===== config.mk =====
export PLATFORM = sky130hd
export DESIGN_NAME = n_way_plru_cru
export DESIGN_NICKNAME = d
export VERILOG_FILES = /design/src/rtl/cache_pkg.sv /design/src/rtl/plru_tree.sv /design/src/rtl/n_way_plru_cru.sv
export SDC_FILE = /design/constraint.sdc
export NUM_CORES = 1
export LEC_CHECK = 0
export ABC_CLOCK_PERIOD_IN_PS = 3300
export BUFFER_PORTS_ARGS = -buffer_cell sky130_fd_sc_hd__buf_2
export CAP_MARGIN = 20
export CORE_MARGIN = 2
export CORE_UTILIZATION = 42
export CTS_CLUSTER_SIZE = 8
export DETAILED_ROUTE_END_ITERATION = 16
export PLACE_DENSITY_LB_ADDON = 0.05
export SLEW_MARGIN = 10
export SYNTH_ARGS = -nofsm -noshare
export SYNTH_HDL_FRONTEND = slang
export SYNTH_HIERARCHICAL = 1
export SYNTH_SLANG_ARGS = --single-unit

===== constraint.sdc =====
create_clock -name clk -period 3.3 [get_ports clk]
set_clock_uncertainty 0.2 [all_clocks]
set_input_delay 0.165 -clock clk [delete_from_list [all_inputs] [get_ports clk]]
set_output_delay 0.165 -clock clk [all_outputs]
set_load 0.05 [all_outputs]

===== src/rtl/cache_pkg.sv =====
// ---------------------------------------------------------------------------
// cache_pkg
// Shared helpers for the cache controller slice.
//   - Address field widths (offset / set / tag) derived from the cache
//     geometry parameters.
//   - Tree pseudo-LRU helpers operating on a maximum-size node vector so
//     one function body serves every power-of-two associativity up to
//     2**MAX_LEVELS ways. Callers zero-extend their tree bits in and cast
//     the results back to their own widths.
//   - Replacement FSM state encoding.
// Tree layout: node 0 is the root, children of node i are 2i+1 and 2i+2,
// leaves map to ways 0..N-1 left to right. A node bit of 0 points the
// victim search into the left subtree, 1 into the right subtree.
// ---------------------------------------------------------------------------
package cache_pkg;

   localparam int MAX_LEVELS = 5;   // up to 32 ways
   localparam int MAX_WAY_W  = 5;
   localparam int NODE_VEC   = 64;  // covers every node and leaf index
   localparam int NODE_IDX_W = 6;

   typedef enum logic [0:0] {
      PLRU_IDLE  = 1'b0,
      PLRU_SWEEP = 1'b1
   } plru_state_e;

   function automatic int offset_width(input int block_size);
      return $clog2(block_size / 4);
   endfunction

   function automatic int set_width(input int num_sets);
      return $clog2(num_sets);
   endfunction

   function automatic int tag_width(input int addr_size, input int num_sets,
                                    input int block_size);
      return addr_size - offset_width(block_size) - set_width(num_sets);
   endfunction

   // Follow the node bits from the root down to a leaf, return the way.
   function automatic logic [MAX_WAY_W-1:0] plru_victim(
      input logic [NODE_VEC-1:0] bits,
      input int                  levels
   );
      logic [NODE_IDX_W-1:0] node;
      logic [NODE_IDX_W-1:0] base;
      node = '0;
      for (int l = 0; l < MAX_LEVELS; l++) begin
         if (l < levels) begin
            node = {node[NODE_IDX_W-2:0], 1'b0} + NODE_IDX_W'(1)
                 + NODE_IDX_W'(bits[node]);
         end
      end
      // Leaves of a tree with 'levels' levels start at index 2**levels-1.
      base = NODE_IDX_W'((1 << levels) - 1);
      return MAX_WAY_W'(node - base);
   endfunction

   // Point every node on the root-to-way path away from 'way'.
   function automatic logic [NODE_VEC-1:0] plru_touch(
      input logic [NODE_VEC-1:0]  bits,
      input logic [MAX_WAY_W-1:0] way,
      input int                   levels
   );
      logic [NODE_VEC-1:0]   nb;
      logic [NODE_IDX_W-1:0] node;
      logic [MAX_WAY_W-1:0]  path;
      logic                  dir;
      nb   = bits;
      node = '0;
      // Left-align the way number so its MSB picks the root branch.
      path = way << (MAX_LEVELS - levels);
      for (int l = 0; l < MAX_LEVELS; l++) begin
         if (l < levels) begin
            dir      = path[MAX_WAY_W-1];
            nb[node] = ~dir;
            node     = {node[NODE_IDX_W-2:0], 1'b0} + NODE_IDX_W'(1)
                     + NODE_IDX_W'(dir);
            path     = path << 1;
         end
      end
      return nb;
   endfunction

endpackage


===== src/rtl/plru_tree.sv =====
// ---------------------------------------------------------------------------
// plru_tree
// Combinational victim selection and state update for a single set.
// Ports:
//   tree_bits  in  NUM_WAYS-1       stored tree bits of the set
//   valid_mask in  NUM_WAYS         valid bits of the set's ways
//   hit        in  1                touch hit_way
//   hit_way    in  $clog2(NUM_WAYS) way that hit
//   replace    in  1                touch the victim (wins over hit)
//   victim     out $clog2(NUM_WAYS) lowest invalid way, else tree choice
//   next_bits  out NUM_WAYS-1       tree bits after the touch
//   touch      out 1                a touch is requested this cycle
// ---------------------------------------------------------------------------
module plru_tree
   import cache_pkg::*;
#(
   parameter int NUM_WAYS = 4
) (
   input  logic [NUM_WAYS-2:0]         tree_bits,
   input  logic [NUM_WAYS-1:0]         valid_mask,
   input  logic                        hit,
   input  logic [$clog2(NUM_WAYS)-1:0] hit_way,
   input  logic                        replace,
   output logic [$clog2(NUM_WAYS)-1:0] victim,
   output logic [NUM_WAYS-2:0]         next_bits,
   output logic                        touch
);

   localparam int WAY_W  = $clog2(NUM_WAYS);
   localparam int NODES  = NUM_WAYS - 1;
   localparam int LEVELS = WAY_W;

   logic             any_invalid;
   logic [WAY_W-1:0] first_invalid;
   logic [WAY_W-1:0] tree_way;
   logic [WAY_W-1:0] touch_way;

   // Scan downwards so the last assignment is the lowest invalid way.
   always_comb begin
      any_invalid   = 1'b0;
      first_invalid = '0;
      for (int i = NUM_WAYS - 1; i >= 0; i--) begin
         if (!valid_mask[i]) begin
            any_invalid   = 1'b1;
            first_invalid = WAY_W'(i);
         end
      end
   end

   assign tree_way = WAY_W'(plru_victim(NODE_VEC'(tree_bits), LEVELS));
   assign victim   = any_invalid ? first_invalid : tree_way;

   // A fill lands on the reported victim, so replace touches that way even
   // when it was chosen because it was invalid.
   always_comb begin
      touch     = replace || hit;
      touch_way = replace ? victim : hit_way;
      next_bits = NODES'(plru_touch(NODE_VEC'(tree_bits),
                                    MAX_WAY_W'(touch_way), LEVELS));
   end

endmodule


===== src/rtl/n_way_plru_cru.sv =====
// ---------------------------------------------------------------------------
// n_way_plru_cru
// Tree pseudo-LRU replacement unit for a set-associative cache. Holds one
// tree per set, reports the way to fill for the addressed set and updates
// the tree on hits and fills. A flush clears every tree, one set per cycle.
// Ports:
//   clk        in  1                clock
//   rst        in  1                synchronous active-low reset
//   addr       in  ADDR_SIZE        access address (offset | set | tag)
//   valid_mask in  NUM_WAYS         valid bits of the addressed set
//   hit        in  1                touch hit_way in the addressed set
//   hit_way    in  $clog2(NUM_WAYS) way that hit
//   replace    in  1                fill committed to 'preferred'; touch it
//   flush      in  1                clear all replacement state
//   preferred  out $clog2(NUM_WAYS) way to fill for the addressed set
//   busy       out 1                flush sweep in progress
//
// Request handshake: hit, replace and flush are single-cycle requests that
// are taken at the rising edge ending any cycle in which busy=0, and are
// dropped without effect in any cycle in which busy=1. replace has priority
// over hit. There is no back-pressure beyond busy.
// ---------------------------------------------------------------------------
module n_way_plru_cru
   import cache_pkg::*;
#(
   parameter int ADDR_SIZE  = 32,
   parameter int NUM_SETS   = 16,
   parameter int NUM_WAYS   = 4,
   parameter int BLOCK_SIZE = 32
) (
   input  logic                        clk,
   input  logic                        rst,
   input  logic [ADDR_SIZE-1:0]        addr,
   input  logic [NUM_WAYS-1:0]         valid_mask,
   input  logic                        hit,
   input  logic [$clog2(NUM_WAYS)-1:0] hit_way,
   input  logic                        replace,
   input  logic                        flush,
   output logic [$clog2(NUM_WAYS)-1:0] preferred,
   output logic                        busy
);

   localparam int OFF_W = offset_width(BLOCK_SIZE);
   localparam int SET_W = set_width(NUM_SETS);
   localparam int NODES = NUM_WAYS - 1;

   // FSM state and sweep index kept together so a checker can bind to one
   // signal for the whole controller state.
   typedef struct packed {
      plru_state_e      state;
      logic [SET_W-1:0] sweep_cnt;
   } fsm_dbg_t;

   fsm_dbg_t         fsm_q;
   fsm_dbg_t         fsm_d;
   logic             clr_en;

   logic [NODES-1:0] tree_q [NUM_SETS];
   logic [SET_W-1:0] set_idx;
   logic [NODES-1:0] cur_bits;
   logic [NODES-1:0] next_bits;
   logic             touch;
   logic             wr_en;

   assign set_idx  = addr[OFF_W +: SET_W];
   assign cur_bits = tree_q[set_idx];

   plru_tree #(
      .NUM_WAYS (NUM_WAYS)
   ) u_tree (
      .tree_bits  (cur_bits),
      .valid_mask (valid_mask),
      .hit        (hit),
      .hit_way    (hit_way),
      .replace    (replace),
      .victim     (preferred),
      .next_bits  (next_bits),
      .touch      (touch)
   );

   assign wr_en = touch && !busy;

   always_comb begin
      fsm_d  = fsm_q;
      clr_en = 1'b0;
      busy   = 1'b0;
      case (fsm_q.state)
         PLRU_IDLE: begin
            if (flush) begin
               fsm_d.state     = PLRU_SWEEP;
               fsm_d.sweep_cnt = '0;
            end
         end
         PLRU_SWEEP: begin
            busy            = 1'b1;
            clr_en          = 1'b1;
            fsm_d.sweep_cnt = fsm_q.sweep_cnt + 1'b1;
            if (fsm_q.sweep_cnt == SET_W'(NUM_SETS - 1)) begin
               fsm_d.state = PLRU_IDLE;
            end
         end
         default: begin
            fsm_d.state = PLRU_IDLE;
         end
      endcase
   end

   always_ff @(posedge clk) begin
      if (!rst) begin
         fsm_q.state     <= PLRU_IDLE;
         fsm_q.sweep_cnt <= '0;
         for (int s = 0; s < NUM_SETS; s++) begin
            tree_q[s] <= '0;
         end
      end else begin
         fsm_q <= fsm_d;
         // Sweep and access updates never coincide: wr_en is masked by busy.
         if (clr_en) begin
            tree_q[fsm_q.sweep_cnt] <= '0;
         end else if (wr_en) begin
            tree_q[set_idx] <= next_bits;
         end
      end
   end

endmodule


# Word-level counts from Yosys, hierarchy flattened
# Memory sizes are Yosys's and may differ from the RTL's.
# Index checks and enable logic that the tools add are counted.
[totals]
reg_bits = 5
ramBits = 48
inputBits = 43
output_inout_bits = 3
word_cells = 56
n_memories = 1
[op_classes]
add_sub_neg = 6
magnitude_cmp = 3
eq_ne = 2
muxes = 33
bitwise = 3
reduce_logical = 6
[memory_table]
columns = ["memory", "depth", "width", "rd", "rd_clocked_by_memory_dff", "write_ports", "line", "text"]
rows = [
  ["tree_q", 16, 3, 1, 0, 16, "n_way_plru_cru.sv:58", "logic [NODES-1:0] tree_q [NUM_SETS];"],
]
[op_table]
columns = ["operator", "n"]
rows = [
  ["64-bit bitwise mux", 1],
  ["1-bit 2-to-1 mux", 18],
  ["2-bit 2-to-1 mux", 6],
  ["5-bit one-hot mux with 2 select lines", 1],
  ["4-bit 2-to-1 mux", 2],
  ["2-bit by 7-bit less-than comparator with 1-bit output (second input constant)", 1],
  ["6-bit by 7-bit less-than comparator with 1-bit output (second input constant)", 1],
  ["1-bit binary-select mux with 6-bit select", 1],
  ["1-bit demux with 6-bit select", 1],
  ["6-bit by 1-bit >= comparator with 1-bit output (second input constant)", 1],
  ["3-bit 2-to-1 mux", 2],
  ["3-bit OR reduction", 2],
  ["5-bit 2-to-1 mux", 1],
  ["1-bit by 1-bit adder with 2-bit output (first input constant)", 2],
  ["4-bit by 1-bit adder with 4-bit output (second input constant)", 1],
  ["4-bit == test (second input constant)", 1],
  ["1-bit inverter", 3],
  ["2-bit by 1-bit adder with 2-bit output", 1],
  ["2-bit by 1-bit adder with 2-bit output (second input constant)", 1],
  ["1-bit logical AND", 2],
  ["2-bit inequality test (second input constant)", 1],
  ["2-bit subtractor (second input constant)", 1],
  ["1-bit zero test", 1],
  ["1-bit logical OR", 1],
]

# Longest topological paths before layout
# Gate-level depths: netlist of the first run.
# An unclocked memory read counts as a cell.
[depth]
depth_word = 15
depth_mapped = 13
ltp_nobuf = 10

# By module
# The synthesis of the first run kept the hierarchy.
[modules_own_cells]
columns = ["module", "n_inst", "cells_per_inst", "area_each_um2"]
rows = [
  ["n_way_plru_cru", 1, 218, 2647.5],
  ["plru_tree", 1, 17, 130.1],
]

# Worst setup path before layout of the first run
# OpenSTA, ideal clock, no wires.
[synth_timing]
kind = "input-to-output"
start = "in addr[3]"
end = "out preferred[0]"
arrival_ps = 2641
required_ps = 2935
slack_ps = 294
stages = 8
cell_sequence = "buf_6 > buf_6 > mux4_2 > o211ai_1 > a21oi_1 > mux2_4 > o21ai_2 > a21boi_0"
[synth_via]
elab_chain_len = 7
[synth_rtl]
columns = ["element", "line", "text"]
rows = [
  ["start: declaration", "n_way_plru_cru.sv:33", "input logic [ADDR_SIZE-1:0] addr,"],
  ["memory read 16 x 3 bit (*)", "-", ""],
  ["via cur_bits[0]", "n_way_plru_cru.sv:60", "logic [NODES-1:0] cur_bits;"],
  ["1-bit by 1-bit adder with 2-bit output", "cache_pkg.sv:51", "+ NODE_IDX_W'(bits[node]);"],
  ["1-bit binary-select mux with 6-bit select (*)", "cache_pkg.sv:51", ""],
  ["1-bit 2-to-1 mux (implied by the code) (*)", "cache_pkg.sv:51", ""],
  ["2-bit by 1-bit adder with 2-bit output (*)", "cache_pkg.sv:51", ""],
  ["2-bit subtractor (*)", "cache_pkg.sv:56", "return MAX_WAY_W'(node - base);"],
  ["2-bit 2-to-1 mux (*)", "plru_tree.sv:51", "assign victim = any_invalid ? first_invalid : tree_way;"],
  ["end: declaration", "n_way_plru_cru.sv:39", "output logic [$clog2(NUM_WAYS)-1:0] preferred,"],
]
# Mark *: on every way through the listed nets, which the timed path passes. The rest lies on a longest branch. The select of a mux whose other input is x is not followed.

==> results.md, run 1 <==
* R2R cell count at 11
* Worst-Margin Slew at 0.5105 ns
* Largest net degree at the start of global routing at 26
* Max Fclk at 348.6 MHz
* Reg2reg setup slack at 0.43 ns
* Syn Std Cell Area at 0.002778 mm^2
* Worst-path fanout max at 8
* Synth Flop Type: edfxtp_1
* CTS tree: built
* Unique masters post-synth at 38
* # setup viols final at 0
* Mapped Nets at 279
* Overflow after GRT at 0
* Initial antenna violation count at 0
* Clk Latency, worst-skew pair at 0.31 ns
* Final min period at 2.869 ns
* Routed vias/inst at 5.530
* CP startpoint kind: flop
* Die area at 0.007280 mm^2
* Chip Width at 85.33 um
* Rel. slew slack at 0.6596
* IO Port Bufs at 17
* H-tree depth at 2
* Critical Path AT at 2.84 ns
* Max Cap Violations at 0
* Maximum vdd drop at 0.2347 mV
* Hold Path Depth at 3
* # diodes at 0
* Setup Buffers After CTS at 0
* Inst Count DP at 322
* Min-delay src: flush
* Share of cells above drive strength 1 at 0.2134
* RSZ-0062 raised after global routing: false
* CTS Buf Count at 5
* Post-synth top cells: nor2_1 (51), edfxtp_1 (48), nand2_1 (25), nand4_1 (16), mux4_2 (9)
* # clock sinks at between 50 and 60
* Cell taking the most area after synthesis: edfxtp_1
* Area Overhead vs Synth at 9.865%
* Post-CTS sizing at 0
* Drc violations at 0
* Crit Path Class: flop to flop
* CTS Buffer Depth at 2
* Post-synth EDFFs at 48
* GRT Total Usage at 0.1763
* Pwr Density at 437.5 mW/mm^2
* Global placement routability congestion at 0.7451
* YS warnings at 6
* Top-area cell type share of the netlist area at 0.5189
* Routed length per placed instance at between 15 and 20 um
* Clock transition at the registers of the reported paths at 0.10 ns
* Row cnt at 29
* Vias in the first global route at 1,811
* I/O Pins at 46
* Syn Area/Cell at 11.82 um^2
* Layout Cells excl Fill at 330
* Top-count cell post-synth: nor2_1
* Final WL at 5.668 mm
* Die height at approximately 85 um
* Final #Nets at 296
* Initial core utilization at 0.4350
* Hold buffers post-CTS at 0
* Post-synthesis sequential area ratio at 0.5550
* DP HPWL at 4.066 mm
* Critical Path RT at 3.27 ns
* FF-to-FF End: tree_q[15][2]
* FFs w/ async S/R, synth at 0
* Leak at 1.085 nW
* Crit path capture type: flop
* Largest cells by area after synthesis: edfxtp_1 (52%), mux4_2 (7.3%), nor2_1 (6.9%)
* Max-slew violation count at 0
* Setup_tns at 0 ns
* Hold Violations, Final at 0
* Hold crit path type: input pin to flop
* #FFs+latches synth at 53
* Mapped Cells at ~240
* Post-placement setup slack at 0.2265 ns
* Via count at 1,825
* Initial DRC count at 145
* Setup ws final at 0.4311 ns
* Critical path cell sequence: mux4_2 -> nor2b_1 -> a211oi_1 -> a21oi_1 -> mux2_4 -> o21ai_2 -> a21oi_2 -> o31ai_2 -> nand2_1 -> buf_4 -> nor2_1
* Post-route ant nets at 0
* Global-route wire length before repair at 9.715 mm
* Status: completed
* Final Cycle Share at 0.8694
* Total core area at 0.006386 mm^2
* Slowest Stage Delay on Critical Path at 0.47 ns
* Hold Path End: fsm_q[4]
* Worst reg2reg path startpoint: tree_q[2][0]
* Worst hold slack at 0.007514 ns
* Crit-path slowest cell: mux4_2
* Pre-Repair DR Iteration Count at 4
* CTS root buffer: clkbuf_8
* Total power draw at 1.335 mW
[per-stage QoR]
stage                       util  cell area (um^2)
after floorplan                -              2778
after global placement    0.4638              2962
after detailed placement  0.4638              2962
after CTS                 0.4779              3052
after global routing      0.4779              3052
final                     0.4779              3052
[registers in the layout, indices dropped and copies added, names as in the netlist]
signal	count
fsm_q	5
tree_q	48
[critical path: cells and delay by family (launching register included)]
family	cells	cell delay (ns)
AOI/OAI and AO/OA	5	0.82
buffers and inverters	1	0.19
DFF	1	0.38
muxes	2	0.79
and+or+nand+nor	3	0.35
[per-layer routing]
metal  up-vias  wire, um  part of all wire  global-route usage
li1        903         -                 -                   -
met1       880      2835              0.50              0.2660
met2        35      2558              0.45              0.2607
met3         7       204             0.036             0.03210
met4         0        69             0.012             0.05051
met5         -         0                 0                   0
[how the worst max path moves through the flow]
stage,startpoint,to,slack [ns],depth (start not counted)
2_1_floorplan,addr[3],preferred[0],0.29,8
3_3_place_gp,addr[3],tree_q[12][2],0.21,13
3_5_place_dp,addr[3],tree_q[0][2],0.23,13
4_1_cts,tree_q[2][0],tree_q[15][2],0.40,11
5_1_grt,tree_q[3][0],tree_q[1][2],0.22,11
6_report,tree_q[2][0],tree_q[15][2],0.43,11
[logic make-up (layout without fill, tap and decap cells)]
| logic type | after synthesis | in the layout | synth area share |
|---|---|---|---|
| and+or+nand+nor | 116 | 116 | 0.2000 |
| DFF | 53 | 53 | 0.5550 |
| AOI/OAI and AO/OA | 26 | 26 | 0.06802 |
| muxes | 23 | 23 | 0.1441 |
| buffers and inverters | 16 | 34 | 0.02838 |
| adders and majority gates | 1 | 1 | 0.004504 |
[cell type report]
class,instances,area [um^2]
Multi-Input combinational cell,166,1157
Tap cell,77,96.34
Clock buffer,5,68.82
Timing Repair Buffer,23,155.1
Sequential cell,53,1541
Fill cell,606,3334
Clock inverter,3,21.27
Inverter,3,11.26
[where the power goes]
part,total (mW),internal [mW],switching (mW)
Clock,0.376,0.151,0.225
Combinational,0.189,0.0767,0.112
Sequential,0.770,0.757,0.0139
[placed cells by master (no fill, tap or decap), types with 2 or more instances in the layout]
cell and n:
mux4_2 9, nand3_1 3, inv_1 3, nand4_1 16, edfxtp_1 48, buf_4 4
nor3b_1 3, buf_12 2, dfxtp_1 5, nor2_1 51, o211ai_1 3, nand2_1 25
mux2i_4 3, a211oi_1 3, mux2_4 4, buf_2 17, clkbuf_8 5, a21oi_1 7
o21ai_0 3, nand2b_1 2, mux2i_1 7, nor2b_1 7, nand3b_1 4
Note: power is estimated with default switching activity, not from simulation.
==> inputs of run 2 (changes only) <==
--- a/config.mk
+++ b/config.mk
@@ -5,11 +5,11 @@
 export SDC_FILE = /design/constraint.sdc
 export NUM_CORES = 1
 export LEC_CHECK = 0
-export ABC_CLOCK_PERIOD_IN_PS = 3300
+export ABC_CLOCK_PERIOD_IN_PS = 2310
 export BUFFER_PORTS_ARGS = -buffer_cell sky130_fd_sc_hd__buf_2
-export CAP_MARGIN = 20
 export CORE_MARGIN = 2
 export CORE_UTILIZATION = 42
+export CTS_BUF_LIST = sky130_fd_sc_hd__clkbuf_8
 export CTS_CLUSTER_SIZE = 8
 export DETAILED_ROUTE_END_ITERATION = 16
 export PLACE_DENSITY_LB_ADDON = 0.05
==> constraint.sdc (replaced) <==
create_clock -name clk -period 2.31 [get_ports clk]
set_clock_uncertainty 0.2 [all_clocks]
set_input_delay 0.1155 -clock clk [delete_from_list [all_inputs] [get_ports clk]]
set_output_delay 0.1155 -clock clk [all_outputs]
set_load 0.05 [all_outputs]
==> results.md, run 2 (synthesis gave the netlist of run 1 again) <==
* Post-placement setup slack at -0.5676 ns (was 0.2265 ns)
* Largest Register: tree_q (unchanged)
* Max Cap Violations at 0 (unchanged)
* Final core occ at 0.5247 (was 0.4779)
* Failing checks: negative setup slack
* Critical Path RT at 2.28 ns (was 3.27 ns)
* Share of cells above drive strength 1 at 0.3333 (was 0.2134)
* Worst reg2reg path startpoint: tree_q[3][0] (was tree_q[2][0])
* CTS Buffer Depth at 2 (unchanged)
* Global-route wire length before repair at 9.956 mm (was 9.715 mm)
* H-tree depth at 2 (unchanged)
* CTS Buf Count at 5 (unchanged)
* Initial core utilization at 0.4350 (unchanged)
* Largest regs: tree_q (48), fsm_q (5) (unchanged)
* Final min period at 2.725 ns (was 2.869 ns)
* DP HPWL at 4.424 mm (was 4.066 mm)
* Inst Count DP at 348 (was 322)
* GRT Total Usage at 0.1802 (was 0.1763)
* Max Fclk at 366.9 MHz (was 348.6 MHz)
* CTS tree: built (unchanged)
* Min-delay src: rst (was flush)
* Fill count at 568 (was 606)
* Pre-Repair DR Iteration Count at 4 (unchanged)
* Total core area at 0.006386 mm^2 (unchanged)
* Drc violations at 0 (unchanged)
* Area Overhead vs Synth at 20.63% (was 9.865%)
* Hold Path Depth at 2 (was 3)
* Most frequent cells in the layout: edfxtp_1 (48), nor2_1 (46), buf_4 (28) (was nor2_1 (51), edfxtp_1 (48), nand2_1 (25))
* FF-to-FF End: tree_q[15][2] (unchanged)
* Final #Nets at 323 (was 296)
* Initial DRC count at 89 (was 145)
* Post-route ant nets at 0 (unchanged)
* Setup ws final at -0.4153 ns (was 0.4311 ns)
* Pwr Density at 615.6 mW/mm^2 (was 437.5 mW/mm^2)
* RSZ-0062 raised after global routing: true (was false)
* Via count at 1,905 (was 1,825)
* # clock sinks at 53 (unchanged)
* Overflow after GRT at 0 (unchanged)
* CP startpoint kind: flop (unchanged)
* Clock transition at the registers of the reported paths at 0.09 ns (was 0.10 ns)
* Max-slew violation count at 0 (unchanged)
* Hold crit path type: input pin to flop (unchanged)
* Reg2reg setup slack at -0.42 ns (was 0.43 ns)
* Routed vias/inst at 5.351 (was 5.530)
* Clk Latency, worst-skew pair at 0.31 ns (about the same)
* Status: finished, violations left (was completed)
* Final Cycle Share at 1.180 (was 0.8694)
* Largest net degree at the start of global routing at 18 (was 26)
* Die height at 85.33 um (unchanged)
* Worst-path fanout max at 16 (was 8)
* # setup viols final at 50 (was 0)
* I/O Pins at 46 (unchanged)
* Crit Path Class: flop to flop (unchanged)
* Die area at 0.007280 mm^2 (unchanged)
* Row cnt at 29 (unchanged)
* # diodes at 0 (unchanged)
* Setup_tns at -15.71 ns (was 0 ns)
* Max FFs per register at 48 (unchanged)
* Crit path capture type: flop (unchanged)
* IO Port Bufs at 17 (unchanged)
* Leak at 1.228 nW (was 1.085 nW)
* Critical Path AT at 2.69 ns (was 2.84 ns)
* Vias in the first global route at 1,872 (was 1,811)
* Leading cell type in the layout, fill and taps excluded: edfxtp_1 (was nor2_1)
* Global placement routability congestion at 0.7694 (was 0.7451)
* Maximum vdd drop at 0.2851 mV (was 0.2347 mV)
* Layout Cells excl Fill at 356 (was 330)
* Worst-Margin Slew at 0.4269 ns (was 0.5105 ns)
* Hold Path End: tree_q[12][2] (was fsm_q[4])
* Final WL at 6.105 mm (was 5.668 mm)
* Routed length per placed instance at 17.15 um (was 17.18 um)
* R2R cell count at 11 (unchanged)
* Chip Width at 85.33 um (unchanged)
* Total power draw at 2.063 mW (was 1.335 mW)
* Initial antenna violation count at 0 (unchanged)
* CTS root buffer: clkbuf_8 (unchanged)
* Hold Violations, Final at 0 (unchanged)
* Rel. slew slack at 0.7137 (was 0.6596)
run 2: cell count changes in the layout (fill, tap and decap cells not counted), moves of 3 or more:
cell      change
a211oi_2      +3
a211oi_1      -3
buf_6         +4
buf_4        +24
nor2_2        +5
nor2_1        -5
run 2: worst max-delay path by stage:
| stage | startpoint | to | cells after the start |
|---|---|---|---|
| 6_report | tree_q[3][0] | tree_q[15][2] | 11 |
| 5_1_grt | tree_q[2][0] | tree_q[12][2] | 11 |
| 4_1_cts | tree_q[3][0] | tree_q[15][2] | 11 |
| 3_5_place_dp | addr[3] | tree_q[5][2] | 12 |
| 3_3_place_gp | addr[3] | tree_q[0][1] | 12 |
| 2_1_floorplan | tree_q[3][0] | tree_q[10][2] | 11 |
run 2: where the power goes:
group / total (mW) / switching [mW] / internal (mW)
clock: 0.636 / 0.315 / 0.321
combinational: 0.326 / 0.181 / 0.146
sequential: 1.10 / 0.0191 / 1.08
run 2: metrics by stage:
step | hold slack (ns) | cell area [um^2]
floorplan | 0.1174 | 2810
global placement | 0.2732 | 3162
detailed placement | 0.2686 | 3162
CTS | 0.06321 | 3311
global route | 0.07565 | 3351
finish | 0.05848 | 3351
run 2: cell type report:
cell class                 instances  area, um^2  area share
multi-input combinational        166        1214      0.3622
clock inverter                     2       38.79     0.01158
inverter                           3       11.26    0.003361
tap                               77       96.34     0.02875
sequential                        53        1541      0.4600
timing repair buffer              50       380.4      0.1135
clock buffer                       5       68.82     0.02054
run 2: routing by layer:
layer,part of all wire,up-vias,global-route usage,wire [um]
li1,-,958,-,-
met1,0.49,894,0.2631,2988
met4,0.011,0,0.04762,70
met3,0.040,7,0.02918,246
met5,0,-,0,0
met2,0.46,46,0.2805,2800
run 2: worst max-delay path, stage by stage, from the launching register on:
cell and delay (ns):
edfxtp_1 0.39, mux4_2 0.46, nor2b_1 0.14, a211oi_2 0.19
a21oi_2 0.07, mux2_4 0.33, o21ai_4 0.14, a21oi_2 0.08
o31ai_2 0.24, nand2_2 0.09, buf_12 0.16, nor2_1 0.08
run 2: what timing repair did:
item                                    in CTS  in global routing
buffers inserted                             0                  0
pin swaps                                    5                  3
gates resized for setup                      9                 10
cloned                                       0                  0
hold buffers                                 1                  0
endpoints found under the hold margin        5                  0
endpoints found under the setup margin      50                 50
